<file path="src/rtl/logic_sweep_unit.sv">
// logic_sweep_unit
//   Self-sequencing stimulus/response source. Walks an N_IN-bit vector through
//   all 2^N_IN values in ascending order, holding each for HOLD_CYCLES cycles,
//   and presents registered AND/OR/NAND/NOR/XOR/NOT-of-MSB results of the
//   vector that is currently on vec.
//
// Ports
//   clk          rising-edge clock
//   reset        synchronous, active-high; wins over start and pause
//   start        begin a sweep (honoured in IDLE or DONE only)
//   pause        freeze vector and dwell counter while high (RUN only)
//   vec          current input vector (vec[N_IN-1] is input "a")
//   and_out      &vec
//   or_out       |vec
//   nand_out     ~&vec
//   nor_out      ~|vec
//   xor_out      ^vec
//   not_msb      ~vec[N_IN-1]
//   vec_valid    one-cycle pulse on the first cycle of each new vector
//   busy         high in RUN
//   done         high in DONE (sticky until restart or reset)
//   sweep_count  completed full sweeps, wraps modulo 2^CNT_W
module logic_sweep_unit #(
    parameter int N_IN        = 3,
    parameter int HOLD_CYCLES = 20,
    parameter int LOOP        = 0,
    parameter int CNT_W       = 8
) (
    input  logic             clk,
    input  logic             reset,
    input  logic             start,
    input  logic             pause,
    output logic [N_IN-1:0]  vec,
    output logic             and_out,
    output logic             or_out,
    output logic             nand_out,
    output logic             nor_out,
    output logic             xor_out,
    output logic             not_msb,
    output logic             vec_valid,
    output logic             busy,
    output logic             done,
    output logic [CNT_W-1:0] sweep_count
);

    // Dwell counter wide enough to hold HOLD_CYCLES-1, at least one bit.
    localparam int DW = (HOLD_CYCLES > 1) ? $clog2(HOLD_CYCLES) : 1;
    localparam logic [DW-1:0]   DWELL_LAST = DW'(HOLD_CYCLES - 1);
    localparam logic [N_IN-1:0] VEC_LAST   = '1;

    typedef enum logic [1:0] {
        IDLE = 2'd0,
        RUN  = 2'd1,
        DONE = 2'd2
    } sweepStateT;

    sweepStateT        state, stateNext;
    logic [DW-1:0]     dwell, dwellNext;
    logic [N_IN-1:0]   vecNext;
    logic [CNT_W-1:0]  countNext;
    logic              validNext;
    logic              loadVec;     // a new vector is presented on this edge

    always_ff @(posedge clk) begin
        if (reset) begin
            state <= IDLE;
            dwell <= '0;
        end else begin
            state <= stateNext;
            dwell <= dwellNext;
        end
    end

    always_comb begin
        stateNext = state;
        dwellNext = dwell;
        vecNext   = vec;
        countNext = sweep_count;
        validNext = 1'b0;
        loadVec   = 1'b0;
        case (state)
            IDLE, DONE: begin
                if (start) begin
                    stateNext = RUN;
                    vecNext   = '0;
                    dwellNext = '0;
                    validNext = 1'b1;
                    loadVec   = 1'b1;
                end
            end
            RUN: begin
                // Pause takes precedence over a dwell expiry on the same edge.
                if (!pause) begin
                    if (dwell == DWELL_LAST) begin
                        dwellNext = '0;
                        if (vec == VEC_LAST) begin
                            countNext = sweep_count + 1'b1;
                            if (LOOP != 0) begin
                                vecNext   = '0;
                                validNext = 1'b1;
                                loadVec   = 1'b1;
                            end else begin
                                // Vector and gate results keep the all-ones values.
                                stateNext = DONE;
                            end
                        end else begin
                            vecNext   = vec + 1'b1;
                            validNext = 1'b1;
                            loadVec   = 1'b1;
                        end
                    end else begin
                        dwellNext = dwell + 1'b1;
                    end
                end
            end
            default: stateNext = IDLE;
        endcase
    end

    // Gate results are computed from the vector being loaded so they appear on
    // the same cycle as vec. They only update on a load, so after reset all
    // of them (including nand/nor) sit at 0 until the first start.
    always_ff @(posedge clk) begin
        if (reset) begin
            vec         <= '0;
            and_out     <= 1'b0;
            or_out      <= 1'b0;
            nand_out    <= 1'b0;
            nor_out     <= 1'b0;
            xor_out     <= 1'b0;
            not_msb     <= 1'b0;
            vec_valid   <= 1'b0;
            busy        <= 1'b0;
            done        <= 1'b0;
            sweep_count <= '0;
        end else begin
            vec         <= vecNext;
            vec_valid   <= validNext;
            busy        <= (stateNext == RUN);
            done        <= (stateNext == DONE);
            sweep_count <= countNext;
            if (loadVec) begin
                and_out  <= &vecNext;
                or_out   <= |vecNext;
                nand_out <= ~&vecNext;
                nor_out  <= ~|vecNext;
                xor_out  <= ^vecNext;
                not_msb  <= ~vecNext[N_IN-1];
            end
        end
    end

endmodule

</file>
<file path="config.mk">
export PLATFORM = sky130hd
export DESIGN_NAME = logic_sweep_unit
export DESIGN_NICKNAME = d
export VERILOG_FILES = /design/src/rtl/logic_sweep_unit.sv
export SDC_FILE = /design/constraint.sdc
export NUM_CORES = 1
export LEC_CHECK = 0
export CORE_MARGIN = 3
export CORE_UTILIZATION = 30
export CTS_CLUSTER_DIAMETER = 40
export DETAILED_ROUTE_END_ITERATION = 16
export HOLD_SLACK_MARGIN = 0.02
export PLACE_DENSITY = 0.49
export SLEW_MARGIN = 30
export SYNTH_ARGS = -nofsm -noshare
export SYNTH_HDL_FRONTEND = slang
export SYNTH_SLANG_ARGS = --single-unit
</file>
<file path="constraint.sdc">
create_clock -name clk -period 3.4 [get_ports clk]
set_input_delay 0.68 -clock clk [delete_from_list [all_inputs] [get_ports clk]]
set_output_delay 0.68 -clock clk [all_outputs]
set_load 0.005 [all_outputs]
</file>
==> Word level (Yosys, flattened, before mapping) <==
Cells that the tools add are included.
{ "word_totals": {"reg_bits": 27, "input_bits": 4, "out_inout_bits": 20, "word_cells": 55} }
{ "op_classes": {"add_sub_neg": 3, "n_eq_ne": 8, "n_mux": 19, "n_bitwise": 2, "n_reduce_logical": 10} }
{ "op_table": {"columns": ["operator", "count"], "rows": [
  ["$mux 5", 3],
  ["$mux 3", 4],
  ["$pmux 5 s2", 1],
  ["$add 8x1->8 const B", 1],
  ["$mux 2", 4],
  ["$pmux 3 s2", 1],
  ["$reduce_and 3->1", 2],
  ["$add 5x1->5 const B", 1],
  ["$eq 5x5->1 const B", 1],
  ["$eq 2x1->1 const B", 2],
  ["$eq 2x2->1 const B", 2],
  ["$mux 1", 4],
  ["$ne 2x2->1 const B", 2],
  ["$pmux 2 s2", 1],
  ["$reduce_and 4->1", 1],
  ["$add 3x1->3 const B", 1],
  ["$eq 3x3->1 const B", 1],
  ["$reduce_or 3->1", 1],
  ["$reduce_xor 3->1", 1],
  ["$logic_not 1->1", 2],
  ["$logic_not 2->1", 1],
  ["$not 1->1", 2],
  ["$pmux 1 s2", 1],
  ["$reduce_bool 2->1", 1],
  ["$reduce_or 2->1", 1]
]} }

==> Logic depth before layout (Yosys ltp) <==
{ "depth": {"word_depth": 7, "mapped_depth": 9, "ltp_nobuf": 8} }

==> Least setup slack after synthesis <==
No wires, ideal clock.
{ "synth_path": {"path_kind": "input to register", "startpoint": "in pause", "endpoint": "reg xor_out", "setup_time_ps": 114, "arrival_ps": 2368, "t_required_ps": 3286, "setup_slack_ps": 918, "cell_stages": 7, "n_path_buf": 1, "cell_sequence": "or3b_1 -> buf_2 -> o31ai_1 -> mux2_2 -> ha_1 -> xnor2_1 -> a21o_1"} }
{ "synth_via": {"elab_chain_cells": 3} }
{ "synth_lines": {"columns": ["item", "line", "source"], "rows": [
  ["start, declared", "32", "input logic pause,"],
  ["$mux 3", "93", "if (!pause) begin"],
  ["$pmux 3 s2", "81", "case (state)"],
  ["$reduce_xor 3->1", "147", "xor_out <= ^vecNext;"],
  ["end signal, assigned", "147", null],
  ["end, declared", "38", "output logic xor_out,"]
]} }
Parallel ways exist; a longest one is shown, timed or not.
A chain may end at the register's enable or synchronous reset.

==> Worst setup path in the final report <==
Ends and elaborated chain as after synthesis.

==> summary.txt <==
Clock network
  – CTS hold repair buffers: 0
  – Total CTS buffers: 3
  – Reg clk slew, reported paths: ~0.090 ns
  – # resized after CTS: 0
  – H-tree Lvls: 1
  – Worst-Skew Late Latency: 0.27 ns
  – CTS max path bufs: 2
  – CTS tree: yes
  – Clock root buffer: clkbuf_8
  – Setup bufs post-CTS: 0
  – CTS Sinks: 27

Route
  – Vias: 1024
  – Post-DR vias/cell: 5.02
  – Routed WL: 2.72 mm
  – DRT Pass-1 Iters: 4
  – DR WL/cell: 13.3 um
  – Drc violations: 0
  – Number of DRC markers in iteration 0: 57
  – Routed Antenna Nets: 0

Synthesis
  – Synthesis warning total: 0
  – Mapped cell area: between 1000 and 1500 um^2
  – Yosys top cell area share: 0.454
  – Syn_nets: 139
  – Top area cells in the synthesized netlist: dfxtp_1 45%, ha_1 5.3%, a21oi_1 4.2%
  – Area leader, netlist: dfxtp_1
  – Syn avg cell area: 9.16 um^2
  – Synth cell types: between 40 and 50
  – Synth Instances: 130
  – Register area share after synthesis: 0.454
  – Yosys reg bits: 27

Job
  – Max Cap Viol: 0

Global route
  – Pin count of the biggest net entering global routing: 15
  – Met3 usage: 0.0190
  – Initial antenna violation count: 0
  – Remaining global-route overflow: 0
  – GR Util met2: 0.191
  – First-pass GRT wire length: around 4.8 mm
  – Met1 usage: 0.159
  – Vias in the first global route: 1028
  – All-layer global routing usage: 0.120
  – Grt peak-use layer: met2

Worst setup path
  – Reg2reg path depth: 8
  – Startpoint Class: input port
  – CP bufs+invs: 2
  – Terminus of the critical flop-to-flop path: xor_out
  – Worst path cell trace: clkdlybuf4s50_1 > or3b_1 > o31ai_1 > buf_4 > mux2_2 > ha_1 > xnor2_1 > a21o_1
  – Crit path max fanout: 6
  – Dominant delay contributor by cell family on the critical path: buffers and inverters
  – FF-to-FF setup slack: between 1 and 1.5 ns
  – R2R Path Start: dwell[0]
  – WS Path Type: input port to flip-flop
  – CP max stage cell: or3b_1
  – Crit path arrival time: 2.75 ns
  – Critical path data required time: 3.57 ns
  – Worst path depth: 8
  – Critical path origin: pause
  – Critical Path Max Stage Delay: 0.48 ns
  – Setup crit end kind: flip-flop

Timing
  – Max-slew violations: 0
  – Final Hold Vio Count: 0
  – Final period util: 0.758
  – Rel. slew slack: 0.664
  – Setup ws final: 0.823 ns
  – Setup TNS: 0 ns
  – Slew @ Worst Pin: approximately 0.50 ns
  – Clock period minus worst slack: ~2.6 ns
  – Hold WS: 0.462 ns
  – Unrepaired setup endpoints after global routing: no
  – Skew final: ~0.0025 ns
  – Finish-stage setup viols: 0
  – Peak Freq: 388 MHz

Finish
  – Commonest cells after routing, fill and taps aside: 27 x dfxtp_1, 23 x clkdlybuf4s50_1, 13 x nor2_1
  – Area delta synth->final: 29.0%
  – Nets@finish: 166
  – Filler instances: 384
  – Share of layout cells above drive strength 1: 0.0705
  – Most common cell after layout, fill and taps aside: dfxtp_1
  – # diodes: 0
  – Post-layout utilization of the core: 0.410

Place
  – Number of port buffers: 23
  – Pre-CTS WS: 0.537 ns
  – Dpl hpwl: 1.99 mm
  – RePlAce Congestion: 0.815

Power
  – Peak supply drop: roughly 0.00015 V
  – Total power: 558 uW
  – Sw frac: 0.228
  – P_leak: between 0.6 and 0.7 nW
  – Combinational Power Share: 0.086
  – Sequential share of power: 0.587
  – Clock Power Share: 0.328
  – PwrDens: 363 nW/um^2
  – Int Pwr: 431 uW
  – Net Sw Power: 127 uW

Floorplanning
  – Die Span Y: 69.0 um
  – Width of the die: 69.0 um
  – FP Rows: 22
  – Die ar.: 4760 um^2
  – I/O Pins: 24
  – Initial Util: 0.318
  – Core region area: 3740 um^2

Worst hold path
  – Hold path cells: 2
  – Min-delay src: nor_out
  – Worst Hold End: nor_out
  – HP Class: flip-flop to flip-flop

Run status
  – Status: finished, final reports clean
-- metal layers --
metal | up-vias | share of wire
li1 | 522 | -
met1 | 474 | 0.48
met5 | - | 0
met3 | 5 | 0.043
met4 | 0 | 0.016
met2 | 23 | 0.46
-- power by group through the flow --
stage	Combinational (mW)	Sequential (mW)	Clock [mW]
2_1_floorplan	0.0243	0.335	0
3_3_place_gp	0.0484	0.335	0
3_5_place_dp	0.0485	0.335	0
4_1_cts	0.0487	0.328	0.189
5_1_grt	0.0539	0.328	0.202
6_report	0.0477	0.327	0.183
-- area by class of cell --
type / instances / area [um^2] / share of cell area
multi-input combinational: 95 / 619 / 0.403
inverter: 3 / 11.3 / 0.00733
sequential: 27 / 541 / 0.352
clock buffer: 4 / 45.0 / 0.0293
tap: 48 / 60.1 / 0.0391
timing repair buffer: 27 / 260 / 0.169
-- cell families (layout without fill, tap and decap cells) --
group	Yosys count	count (layout)	synth area share
and+or+nand+nor	56	56	0.257
AOI/OAI and AO/OA	26	26	0.147
adders and majority gates	5	5	0.0525
DFF	27	27	0.454
buffers and inverters	8	34	0.0263
muxes	3	3	0.0263
xor gates and xnor gates	5	5	0.0368
-- through the flow --
stage / std cells / area (um^2)
6_report: 204 / 1540
5_1_grt: 204 / 1540
4_1_cts: 204 / 1540
3_5_place_dp: 200 / 1490
3_3_place_gp: 200 / 1490
2_1_floorplan: 130 / 1190
-- sequential cells by signal, indices dropped and copies added (netlist names) --
signal / count
busy: 1
state: 2
done: 1
dwell: 5
nand_out: 1
not_msb: 1
xor_out: 1
sweep_count: 8
and_out: 1
vec: 3
nor_out: 1
vec_valid: 1
or_out: 1
-- worst max path at each step --
stage	endpoint	slack (ns)
after detailed placement	xor_out	0.54
after floorplan	xor_out	0.92
after CTS	xor_out	0.82
final	xor_out	0.82
after global routing	xor_out	0.71
after global placement	xor_out	0.57
-- synth_stat cells --
master      n
a41oi_1     2
nor2_1     13
nand4_1     2
nand3b_1    1
inv_1       3
a21oi_1    10
ha_1        5
o31ai_1     2
mux2_2      1
nand2_1    12
nor4_1      1
or3b_1      1
or4_1       2
a32oi_1     1
buf_2       1
o211ai_1    2
nand3_1     8
a21o_1      1
nor4bb_1    1
xnor2_1     2
nor3_1      1
and2_1      2
clkbuf_1    3
nand4bb_1   1
nand2b_1    1
a311oi_1    2
mux2i_1     2
or4_4       1
a31oi_1     1
and2b_1     1
nor3b_2     1
a22oi_1     1
xor2_1      3
o21ai_0     2
buf_1       1
and3_1      2
or3b_2      1
o211a_1     2
or3_1       1
nor2b_1     3
dfxtp_1    27
-- tightest hold or removal path: cells and delay by family (launching register included) --
kind | cells | cell delay (ns)
flip-flops | 1 | 0.32
AND/OR/NAND/NOR | 1 | 0.05
AO/OA/AOI/OAI | 1 | 0.05
(Power assumes the default switching activity.)
